## src/rtl/comparator_status_queue.sv

```systemverilog
// Queues comparator results and hands them one at a time to csr_registers.
// Define COMP_STATUS_OVERFLOW_EN to add the saturating overflow_count port.
module comparator_status_queue #(
  parameter int KEY_WIDTH = 4,
  parameter int DEPTH     = 8,
  parameter int PTR_WIDTH = 3
) (
  input  logic                 clk,
  input  logic                 reset,
  input  logic                 in_valid,
  input  logic                 in_collision,
  input  logic [1:0]           in_logical_core_id,
  input  logic [KEY_WIDTH-1:0] in_task_id,
  output logic                 in_ready,
  output logic                 comparator_status_write,
  output logic                 comparator_collision_detected,
  output logic [1:0]           comparator_logical_core_id,
  output logic [KEY_WIDTH-1:0] comparator_task_id,
  input  logic                 csr_status_ack,
  output logic [PTR_WIDTH:0]   queue_count
`ifdef COMP_STATUS_OVERFLOW_EN
  ,
  output logic [7:0]           overflow_count
`endif
);

  localparam int EW = KEY_WIDTH + 3;
  localparam logic [PTR_WIDTH:0] FULL = (PTR_WIDTH+1)'(DEPTH);

  typedef enum logic [1:0] {
    IDLE,
    WRITE,
    RELEASE
  } state_t;

  state_t state, state_d;

  logic [EW-1:0]        mem [DEPTH];
  logic [PTR_WIDTH-1:0] rd_ptr, wr_ptr;
  logic [PTR_WIDTH:0]   count;
  logic                 push, pop;
  logic                 load, clear;

  assign pop         = (state == WRITE) && csr_status_ack;
  assign in_ready    = (count < FULL) || pop;
  assign push        = in_valid && in_ready;
  assign queue_count = count;

  always_comb begin
    state_d = state;
    load    = 1'b0;
    clear   = 1'b0;
    unique case (state)
      IDLE: begin
        if (count != '0) begin
          load    = 1'b1;
          state_d = WRITE;
        end
      end
      WRITE: begin
        if (csr_status_ack) begin
          clear   = 1'b1;
          state_d = RELEASE;
        end
      end
      RELEASE: begin
        if (!csr_status_ack) state_d = IDLE;
      end
      default: state_d = IDLE;
    endcase
  end

  always_ff @(posedge clk) begin
    if (reset) state <= IDLE;
    else       state <= state_d;
  end

  // Head entry is latched into the output registers, so a full-queue
  // push may overwrite its slot on the same edge it is popped.
  always_ff @(posedge clk) begin
    if (push && !reset)
      mem[wr_ptr] <= {in_collision, in_logical_core_id, in_task_id};
  end

  always_ff @(posedge clk) begin
    if (reset) begin
      comparator_status_write       <= 1'b0;
      comparator_collision_detected <= 1'b0;
      comparator_logical_core_id    <= '0;
      comparator_task_id            <= '0;
    end else if (load) begin
      comparator_status_write <= 1'b1;
      {comparator_collision_detected,
       comparator_logical_core_id,
       comparator_task_id} <= mem[rd_ptr];
    end else if (clear) begin
      comparator_status_write       <= 1'b0;
      comparator_collision_detected <= 1'b0;
      comparator_logical_core_id    <= '0;
      comparator_task_id            <= '0;
    end
  end

  always_ff @(posedge clk) begin
    if (reset) begin
      rd_ptr <= '0;
      wr_ptr <= '0;
      count  <= '0;
    end else begin
      if (push) wr_ptr <= wr_ptr + PTR_WIDTH'(1);
      if (pop)  rd_ptr <= rd_ptr + PTR_WIDTH'(1);
      unique case ({push, pop})
        2'b10:   count <= count + (PTR_WIDTH+1)'(1);
        2'b01:   count <= count - (PTR_WIDTH+1)'(1);
        default: count <= count;
      endcase
    end
  end

`ifdef COMP_STATUS_OVERFLOW_EN
  always_ff @(posedge clk) begin
    if (reset)
      overflow_count <= '0;
    else if (in_valid && !in_ready && overflow_count != 8'hFF)
      overflow_count <= overflow_count + 8'd1;
  end
`endif

endmodule

```

## config.mk

```make
export PLATFORM = sky130hd
export DESIGN_NAME = comparator_status_queue
export DESIGN_NICKNAME = d
export VERILOG_FILES = /design/src/rtl/comparator_status_queue.sv
export SDC_FILE = /design/constraint.sdc
export NUM_CORES = 1
export LEC_CHECK = 0
export BUFFER_PORTS_ARGS = -buffer_cell sky130_fd_sc_hd__buf_2
export CAP_MARGIN = 0
export CORE_ASPECT_RATIO = 0.9
export CORE_MARGIN = 3
export CORE_UTILIZATION = 45
export CTS_CLUSTER_SIZE = 20
export DETAILED_ROUTE_END_ITERATION = 7
export GPL_TIMING_DRIVEN = 0
export PLACE_DENSITY = 0.62
export SLEW_MARGIN = 20
export SYNTH_ARGS = -nofsm -noshare
export SYNTH_HDL_FRONTEND = slang
export SYNTH_SLANG_ARGS = --single-unit
```

## constraint.sdc

```tcl
create_clock -name clk -period 3.8 [get_ports clk]
set_clock_uncertainty 0.05 [all_clocks]
set_input_delay 0.57 -clock clk [delete_from_list [all_inputs] [get_ports clk]]
set_output_delay 0.57 -clock clk [all_outputs]
set_load 0.05 [all_outputs]
```

==> run_results.csv, run 1 <==
group,metric,value,unit
outcome,status,"complete, no violations",
global_route,antenna_found_initial,0,
floorplanning,die-width,93.44,microns
cells_and_area,nFillCells,540,
clock_tree,cts_max_path_buffers,2,
placed_design,dp_hpwl,3693,microns
synthesis,yosys-top-cells-count,"edfxtp_1 (56), dfxtp_1 (23), nand2b_1 (18)",
placed_design,place_congestion,0.6850,
routing,drc,0,
floorplanning,initial_core_util,46.77,%
clock_tree,cts_buffers,9,
synthesis,ys_warn_count,0,
routing,avgRoutedWirePerCell,16.71,microns
synthesis,synth_top_cell_area_share,54.30,%
critical_path,path_class,"flop to flop",
synthesis,synth.area.top_cells,"edfxtp_1 (54%), dfxtp_1 (15%), mux4_2 (10%)",
cells_and_area,antennaDiodeCount,0,
synthesis,synth_top_flop_cell,"edfxtp_1",
global_route,gr-total-overflow,0,
sta,rsz0062_at_grt,"false",
sta,max_freq,0.3918,GHz
sta,tns,0,ns
job,maxCapViolCount,0,
critical_path,crit_required,4.02,ns
critical_path,start_kind,"flop",
sta,finalSetupViolations,0,
routing,first_pass_iters,5,
critical_path,cp_max_fo,7,
routing,vias,1675,
sta,maxSlewHeadroom,48.23,%
routing,vias_per_cell,5.091,
floorplanning,std_cell_rows,28,
routing,drtIter0Drc,93,
clock_tree,clock-root-buffer,"clkbuf_8",
sta,hold_viol,0,
synthesis,syn_nets,214,
sta,min_period,2.553,ns
global_route,first_global_vias,1636,
synthesis,synth.cell_area,0.003097,sq mm
placed_design,port_buffers,23,
sta,min_period_over_period,67.17,%
global_route,grt_max_degree,14,
synthesis,synth_cells,198,
clock_tree,clkSlewWorstSetupHoldPaths,0.08,ns
clock_tree,ctsResizeCount,0,
global_route,grt_usage,15.34,%
cells_and_area,stdcell_count,329,
critical_path,r2r_cells,10,
sta,fin_ws,1.247,ns
floorplanning,dieArea,0.007914,sq mm
floorplanning,die_y,84.70,microns
power_and_ir_drop,power_density,597.8,mW/mm^2
placed_design,placed_cells_incl_taps,313,
clock_tree,h-tree-depth,3,
sta,slew_violations,0,
global_route,grt_pass1_wl,8749,microns
placed_design,dpl_worst_slack,1.013,ns
synthesis,yosysSeqAreaShare,69.17,%
power_and_ir_drop,ir_drop,367.5,uV
floorplanning,io_pins,24,
cells_and_area,fin_nets,250,
critical_path,worstSetupEndpointType,"flop",
clock_tree,postCtsHoldBufs,0,
synthesis,yosysMostFrequentCell,"edfxtp_1",
cells_and_area,drive_gt1_share,26.78,%
synthesis,avgSynthCellArea,15.64,sq um
synthesis,synth_cell_types,31,
power_and_ir_drop,p_leak,1.229,nW
floorplanning,core_area,0.006621,sq mm
hold_path,hp-class,"flop to flop",
sta,tightest_slew,0.7724,ns
synthesis,synth_top_area_cell,"edfxtp_1",
clock_tree,worstSkewPairLatency,0.34,ns
clock_tree,post_cts_buffers,0,
synthesis,synth_seq_cells,79,
synthesis,async_reset_ff_share,0,%
synthesis,synth-edff-count,56,
critical_path,worstPathArrival,2.77,ns
hold_path,holdPathStages,2,
clock_tree,cts_sinks,79,
clock_tree,cts_tree,"done",
routing,wl,5497,microns
routing,final_antenna_net_count,0,
cells_and_area,syn_to_final_growth,13.90,%
-- registers in the layout (all words and copies together), names as in the netlist, named ones only --
name / count
rd_ptr: 3
comparator_status_write: 1
mem: 56
comparator_collision_detected: 1
queue_count: 4
wr_ptr: 3
comparator_logical_core_id: 2
comparator_task_id: 4
state: 2
-- routing by layer --
metal  part of all wire (%)  GRT usage, %
met5                      0             0
met4                    1.1         5.193
met3                    5.8         4.839
met2                     45         21.69
met1                     48         22.52
-- logic make-up (layout without fill, tap and decap cells) --
logic type | after synthesis | count (layout) | synth area share (%)
buffers and inverters | 7 | 48 | 0.9294
adders and majority gates | 5 | 5 | 2.020
DFF | 79 | 79 | 69.17
and+or+nand+nor | 70 | 70 | 11.72
muxes | 17 | 17 | 11.19
xor gates and xnor gates | 6 | 6 | 1.697
AOI/OAI and AO/OA | 14 | 14 | 3.273
-- cells in the final DEF (no fill, tap or decap), types with 2 or more instances in the layout --
cell        Yosys  layout
buf_4           0       2
nand3b_1        2       2
dfxtp_1        23      23
inv_1           2       2
mux4_2         14      14
mux2i_1         2       2
ha_1            5       5
edfxtp_1       56      56
nand2b_1       18      18
clkinvlp_4      0       2
clkinv_2        0       2
clkbuf_8        0       9
nor4_2          0       2
nor3b_1         2       2
xor2_1          4       4
clkbuf_1        3       4
nor3_2          0       2
xnor2_1         2       2
buf_2           2      25
nand3_1         8       8
a21oi_1         7       7
nor2_1         15      15
nand2_1        16      16
o21ai_0         2       2
-- metrics by stage --
stage	util, %	hold slack, ns	area, sq um	power [mW]
6_report	53.27	0.3995	3527	2.108
5_1_grt	53.27	0.4253	3527	2.220
4_1_cts	53.27	0.4040	3527	2.136
3_5_place_dp	50.77	0.3843	3362	1.613
3_3_place_gp	50.21	0.3788	3324	1.600
2_1_floorplan	-	0.4041	3097	1.481
-- path summary, 6_finish.rpt --
| kind | from | to | slack, ns |
|---|---|---|---|
| worst min-delay path | comparator_collision_detected$_SDFFE_PP0P_ | comparator_collision_detected$_SDFFE_PP0P_ | 0.40 |
| worst max-delay path | state[1]$_SDFFE_PP0P_ | queue_count[2]$_SDFFE_PP0P_ | 1.25 |
| worst max register to register | state[1]$_SDFFE_PP0P_ | queue_count[2]$_SDFFE_PP0P_ | 1.25 |
| worst min register to register | comparator_collision_detected$_SDFFE_PP0P_ | comparator_collision_detected$_SDFFE_PP0P_ | 0.40 |
-- worst max-delay path: stages, from the launching register on --
cell and delay, ns:
dfxtp_1 0.34, nand3b_1 0.30, a21boi_2 0.36, inv_1 0.11, ha_1 0.28, xor2_1 0.17, ha_1 0.18, a21oi_1 0.14
xor2_1 0.09, or3_1 0.31, a21oi_1 0.14
-- layout make-up --
| class | instances | area [sq um] | share of cell area (%) |
|---|---|---|---|
| Tap cell | 90 | 112.6 | 3.193 |
| Sequential cell | 79 | 2142 | 60.73 |
| Clock buffer | 10 | 127.6 | 3.618 |
| Clock inverter | 6 | 37.54 | 1.064 |
| Buffer | 5 | 21.27 | 0.6031 |
| Multi-Input combinational cell | 112 | 948.4 | 26.89 |
| Inverter | 2 | 7.507 | 0.2128 |
| Timing Repair Buffer | 25 | 130.1 | 3.689 |
-- report_power, final --
part           switching (mW)  internal, mW
combinational           0.355         0.185
sequential             0.0499         0.994
clock                   0.292         0.234
total                   0.697          1.41
(Power assumes the default switching activity.)
==> run 2, diff against run 1 <==
clock period = 2.4 ns   (was 3.8 ns; I/O delays follow)
==> run 2 against run 1 <==
Net effect: flip-flop and latch count unchanged; cell count increased by 1.2%; clock power increased by 58%; clock-buffer cell count unchanged; hold slack got worse by 0.17 ns.
==> run_results.csv, run 2 (synthesis results as in run 1) <==
group,metric,value,unit
global_route,gr-total-overflow,0,
hold_path,hp-class,"primary input to flop",
hold_path,min_to,"mem[1][3]$_DFFE_PP_",
clock_tree,cts_sinks,79,
routing,vias_per_cell,5.105,
critical_path,r2r_cells,10,
critical_path,worstReg2RegEnd,"queue_count[2]$_SDFFE_PP0P_",
power_and_ir_drop,ir_drop,584.1,uV
cells_and_area,drive_gt1_share,29.22,%
global_route,grt_pass1_wl,8825,microns
routing,drtIter0Drc,111,
placed_design,place_congestion,0.6850,
clock_tree,cts_tree,"done",
cells_and_area,syn_to_final_growth,15.56,%
sta,hold_viol,0,
sta,tns,0,ns
clock_tree,h-tree-depth,3,
cells_and_area,layout_common_cells,"edfxtp_1 (56), buf_2 (25), dfxtp_1 (22), nand2b_1 (18), nand2_1 (16)",
sta,maxSlewHeadroom,47.42,%
floorplanning,io_pins,24,
sta,max_freq,0.4410,GHz
sta,min_period_over_period,94.49,%
power_and_ir_drop,power_density,943.2,mW/mm^2
routing,first_pass_iters,4,
job,maxCapViolCount,0,
critical_path,start_kind,"flop",
critical_path,worstPathArrival,2.49,ns
floorplanning,die-width,93.44,microns
placed_design,port_buffers,23,
critical_path,path_class,"flop to flop",
outcome,status,"complete, no violations",
hold_path,holdPathStages,1,
sta,min_period,2.268,ns
cells_and_area,nFillCells,534,
floorplanning,std_cell_rows,28,
cells_and_area,top_register,"mem",
critical_path,crit_required,2.62,ns
global_route,first_global_vias,1652,
global_route,antenna_found_initial,0,
floorplanning,dieArea,0.007914,sq mm
routing,final_antenna_net_count,0,
power_and_ir_drop,finalPower,3.375,mW
routing,drc,0,
routing,vias,1700,
floorplanning,die_y,84.70,microns
critical_path,regToRegStartpoint,"state[1]$_SDFFE_PP0P_",
critical_path,worstSetupEndpointType,"flop",
placed_design,dp_hpwl,3693,microns
sta,tightest_slew,0.7857,ns
global_route,grt_max_degree,14,
cells_and_area,fin_nets,254,
hold_path,worstHoldStart,"in_task_id[3]",
cells_and_area,largest_reg_flops,56,
critical_path,crit_family,"simple AND/OR/NAND/NOR gates",
clock_tree,worstSkewPairLatency,0.34,ns
critical_path,cp_num_buf_inv,1,
global_route,grt_usage,15.47,%
floorplanning,core_area,0.006621,sq mm
clock_tree,cts_max_path_buffers,2,
critical_path,crit_chain,"nand3b_1 > a21boi_4 > inv_1 > ha_4 > xor2_1 > ha_1 > a21oi_1 > xor2_1 > or3_1 > a21oi_1",
clock_tree,cts_buffers,9,
clock_tree,clkSlewWorstSetupHoldPaths,0.08,ns
critical_path,crit_slowest_cell,"dfxtp_1",
power_and_ir_drop,p_leak,1.249,nW
sta,slew_violations,0,
critical_path,cp_max_fo,5,
sta,finalSetupViolations,0,
clock_tree,clock-root-buffer,"clkbuf_8",
critical_path,r2r_setup_slack,0.13,ns
floorplanning,initial_core_util,46.77,%
cells_and_area,antennaDiodeCount,0,
cells_and_area,layout_commonest_cell,"edfxtp_1",
routing,wl,5602,microns
critical_path,slowest_delay,0.34,ns
routing,avgRoutedWirePerCell,16.82,microns
## run 2: final cells by class
cell class,instances,area [sq um],area share (%)
timing repair buffer,29,160.2,4.476
buffer,5,21.27,0.5944
clock inverter,6,37.54,1.049
sequential,79,2143,59.90
clock buffer,10,127.6,3.566
tap,90,112.6,3.147
inverter,2,7.507,0.2098
multi-input combinational,112,968.4,27.06
## run 2: how the worst max path moves through the flow
stage                                           start                           to  slack (ns)  depth (start not counted)
after global routing            state[1]$_SDFFE_PP0P_  queue_count[2]$_SDFFE_PP0P_      -0.002                         10
after global placement                 csr_status_ack          mem[0][3]$_DFFE_PP_       -0.76                          5
after floorplan           queue_count[3]$_SDFFE_PP0P_  queue_count[2]$_SDFFE_PP0P_        0.12                          9
after detailed placement               csr_status_ack  queue_count[2]$_SDFFE_PP0P_       -0.18                         11
final                           state[1]$_SDFFE_PP0P_  queue_count[2]$_SDFFE_PP0P_        0.13                         10
after CTS                       state[1]$_SDFFE_PP0P_  queue_count[2]$_SDFFE_PP0P_        0.04                          9
## run 2: where the power goes
group / internal (mW) / switching, mW
logic: 0.313 / 0.574
registers: 1.58 / 0.0804
clock network: 0.370 / 0.462
total: 2.26 / 1.12
## run 2: repair_timing
item                       in CTS  in global routing
setup endpoints to repair       1                  3
setup buffers                   3                  1
pin swaps                       1                  2
gates resized for setup         1                  4
hold buffers                    0                  0
## run 2: per-layer routing
metal	GRT usage (%)	vias up	wire [microns]
li1	-	822	-
met1	22.88	835	2719
met2	21.75	37	2475
met3	4.839	6	344
met4	5.193	0	61
met5	0	-	0
## run 2: metrics by stage
stage / utilization, % / cell area [sq um] / worst slack, ns / instances / hold WS (ns)
after CTS: 53.72 / 3557 / 0.04305 / 332 / 0.2086
after floorplan: - / 3097 / 0.1176 / 198 / 0.4041
after detailed placement: 50.77 / 3362 / -0.1770 / 313 / 0.3843
after global placement: 50.21 / 3324 / -0.7636 / 311 / 0.3788
after global routing: 54.04 / 3578 / -0.001857 / 333 / 0.2153
final: 54.04 / 3578 / 0.1324 / 333 / 0.2292
==> run 3, diff against run 2 <==
ABC_AREA = 1   (was default)
CORE_UTILIZATION = 30   (was 45)
PLACE_DENSITY = 0.44   (was 0.62)
==> run 3 against run 2 <==
Net effect: maximum frequency rose by 11%; synthesized area rose by 11%; combinational power rose by 51%; global-route usage fell by 2.4 points; routed wire length rose by 42%; critical endpoint is now mem[5][5]$_DFFE_PP_; non-clock buffer count rose by 1; largest cell class unchanged; register-to-register slack improved by 0.22 ns; sequential share of layout area fell by 7.7 points; core utilization fell by 17 points.
==> run_results.csv, run 3 <==
group,metric,value,unit
power_and_ir_drop,clockPowerShare,32.5,%
critical_path,cp_common_cell,"inv_2",
synthesis,synth.area.top_cells,"edfxtp_1 (49%), dfxtp_1 (13%), nand2_1 (9.0%)",
cells_and_area,antennaDiodeCount,0,
critical_path,crit_required,2.30,ns
synthesis,syn_nets,368,
cells_and_area,layout_common_cells,"nand2_1 (82), inv_1 (57), edfxtp_1 (56), nand3_1 (55), buf_2 (25)",
power_and_ir_drop,p_comb_share,29.4,%
floorplanning,die_y,107.5,microns
sta,slew_violations,0,
synthesis,yosys-top-cells-count,"nand2_1 (82), inv_1 (57), edfxtp_1 (56)",
synthesis,synth_cells,352,
hold_path,hp-class,"primary input to flop",
synthesis,synth_top_cell_area_share,48.94,%
routing,first_pass_iters,4,
power_and_ir_drop,ir_drop,365.9,uV
sta,maxSlewHeadroom,40.46,%
cells_and_area,nFillCells,1152,
floorplanning,core_area,0.01099,sq mm
critical_path,slowest_delay,0.72,ns
power_and_ir_drop,p_leak,1.760,nW
synthesis,avgSynthCellArea,9.761,sq um
power_and_ir_drop,p_int,2.963,mW
critical_path,crit_slowest_cell,"nor2_1",
routing,avgRoutedWirePerCell,14.60,microns
critical_path,cp_max_fo,7,
sta,max_freq,0.4887,GHz
power_and_ir_drop,p_seq_share,38.1,%
critical_path,start_kind,"flop",
clock_tree,cts_max_path_buffers,2,
global_route,grt_max_degree,13,
synthesis,synth.cell_area,0.003436,sq mm
placed_design,dp_hpwl,5431,microns
routing,vias_per_cell,4.351,
placed_design,port_buffers,23,
clock_tree,cts_buffers,9,
clock_tree,h-tree-depth,3,
global_route,gr-total-overflow,0,
critical_path,worstSetupEndpointType,"flop",
sta,tightest_slew,0.8898,ns
sta,min_period_over_period,85.25,%
power_and_ir_drop,finalPower,4.551,mW
power_and_ir_drop,p_sw,1.588,mW
clock_tree,worstSkewPairLatency,0.33,ns
sta,finalSetupViolations,0,
clock_tree,cts_tree,"done",
placed_design,place_congestion,0.7654,
synthesis,yosysMostFrequentCell,"nand2_1",
synthesis,ys_warn_count,0,
clock_tree,postCtsHoldBufs,0,
cells_and_area,syn_to_final_growth,19.41,%
sta,min_period,2.046,ns
cells_and_area,top_register,"mem",
synthesis,synth-edff-count,56,
synthesis,yosysSeqAreaShare,62.35,%
floorplanning,dieArea,0.01277,sq mm
global_route,antenna_found_initial,0,
routing,vias,2367,
floorplanning,initial_core_util,31.26,%
sta,hold_viol,0,
global_route,grt_pass1_wl,12540,microns
cells_and_area,largest_reg_flops,56,
floorplanning,std_cell_rows,36,
synthesis,synth_top_flop_cell,"edfxtp_1",
power_and_ir_drop,p_sw_share,34.88,%
outcome,status,"complete, no violations",
global_route,first_global_vias,2267,
routing,wl,7943,microns
cells_and_area,layout_commonest_cell,"nand2_1",
critical_path,crit_start,"state[1]$_SDFFE_PP0P_",
critical_path,regToRegStartpoint,"state[1]$_SDFFE_PP0P_",
hold_path,worstHoldStart,"in_task_id[2]",
sta,rsz0062_at_grt,"false",
cells_and_area,fin_nets,403,
clock_tree,cts_sinks,79,
synthesis,synth_cell_types,23,
cells_and_area,drive_gt1_share,17.09,%
clock_tree,ctsResizeCount,0,
floorplanning,die-width,118.8,microns
clock_tree,clock-root-buffer,"clkbuf_16",
critical_path,path_class,"flop to flop",
floorplanning,io_pins,24,
routing,drtIter0Drc,90,
routing,final_antenna_net_count,0,
synthesis,async_reset_ff_share,0,%
critical_path,worstPathArrival,1.94,ns
critical_path,crit_chain,"inv_2 > nand3_2 > nand2_2 > nand2_4 > inv_2 > nand3_1 > nor2_1",
placed_design,placed_cells_incl_taps,528,
cells_and_area,stdcell_count,544,
routing,drc,0,
global_route,grt_usage,13.10,%
clock_tree,post_cts_buffers,0,
synthesis,synth_seq_cells,79,
synthesis,synth_top_area_cell,"edfxtp_1",
clock_tree,clkSlewWorstSetupHoldPaths,0.06,ns
job,maxCapViolCount,0,
power_and_ir_drop,power_density,1109,mW/mm^2
-- run 3: cell count changes after synthesis, moves of 6 or more --
cell,previous run,this run
a21oi_1,7,20
inv_1,2,57
inv_2,0,6
mux4_2,14,0
nand2_1,16,82
nand2b_1,18,0
nand3_1,8,55
o21ai_0,2,8
-- run 3: path summary, 6_finish.rpt --
path                                                              to  slack, ns  depth (start not counted)
worst max-delay path                             mem[5][5]$_DFFE_PP_       0.35                          7
worst min-delay path                             mem[2][2]$_DFFE_PP_       0.27                          1
worst max register to register                   mem[5][5]$_DFFE_PP_       0.35                          7
worst min register to register  comparator_status_write$_SDFFE_PP0P_       0.41                          2
-- run 3: through the flow --
stage / setup WS [ns] / area (sq um) / utilization, % / setup TNS [ns] / hold WS, ns
global placement: -0.1400 / 3741 / 34.04 / -1.427 / 0.4000
global route: 0.1948 / 4103 / 37.33 / 0 / 0.2727
detailed placement: 0.1007 / 3764 / 34.24 / 0 / 0.4053
floorplan: 0.1022 / 3436 / - / 0 / 0.3834
finish: 0.3540 / 4103 / 37.33 / 0 / 0.2745
CTS: 0.2014 / 4098 / 37.28 / 0 / 0.2672
-- run 3: worst max-delay path: cells and delay by family (launching register included) --
kind	cells	cell delay [ns]
simple gates	5	1.12
flops	1	0.32
buf+inv	2	0.17
-- run 3: area by class of cell --
class                      count  area (sq um)  share of cell area (%)
sequential                    79          2142                   52.21
multi-input combinational    199         980.9                   23.91
clock buffer                  15         304.0                   7.411
timing repair buffer          24         122.6                   2.989
inverter                      63         236.5                   5.764
buffer                        11         96.34                   2.348
clock inverter                 1         30.03                  0.7319
tap                          152         190.2                   4.636
-- run 3: cells by family (layout without fill, tap and decap cells) --
logic type      Yosys count  after routing  share of synthesized area (%)
compound gates           28             28                          4.079
xor+xnor                  2              2                         0.5099
fa+ha+maj                 5              5                          1.821
buf+inv                  74            114                          9.687
flops                    79             79                          62.35
simple gates            164            164                          21.56
-- run 3: power by group through the flow --
stage          clock, mW  sequential, mW  combinational (mW)
2_1_floorplan          0            2.05               0.687
3_3_place_gp           0            1.76                1.33
3_5_place_dp           0            1.76                1.35
4_1_cts             1.51            1.74                1.35
5_1_grt             1.57            1.76                1.49
6_report            1.48            1.73                1.34
-- run 3: layer usage --
| layer | wire length (microns) | part of all wire, % | vias up | global-route usage, % |
|---|---|---|---|---|
| li1 | - | - | 1212 | - |
| met1 | 3885 | 49 | 1108 | 18.47 |
| met2 | 3640 | 46 | 36 | 19.96 |
| met4 | 151 | 1.9 | 0 | 5.707 |
| met5 | 0 | 0 | - | 0 |
| met3 | 266 | 3.3 | 11 | 2.102 |
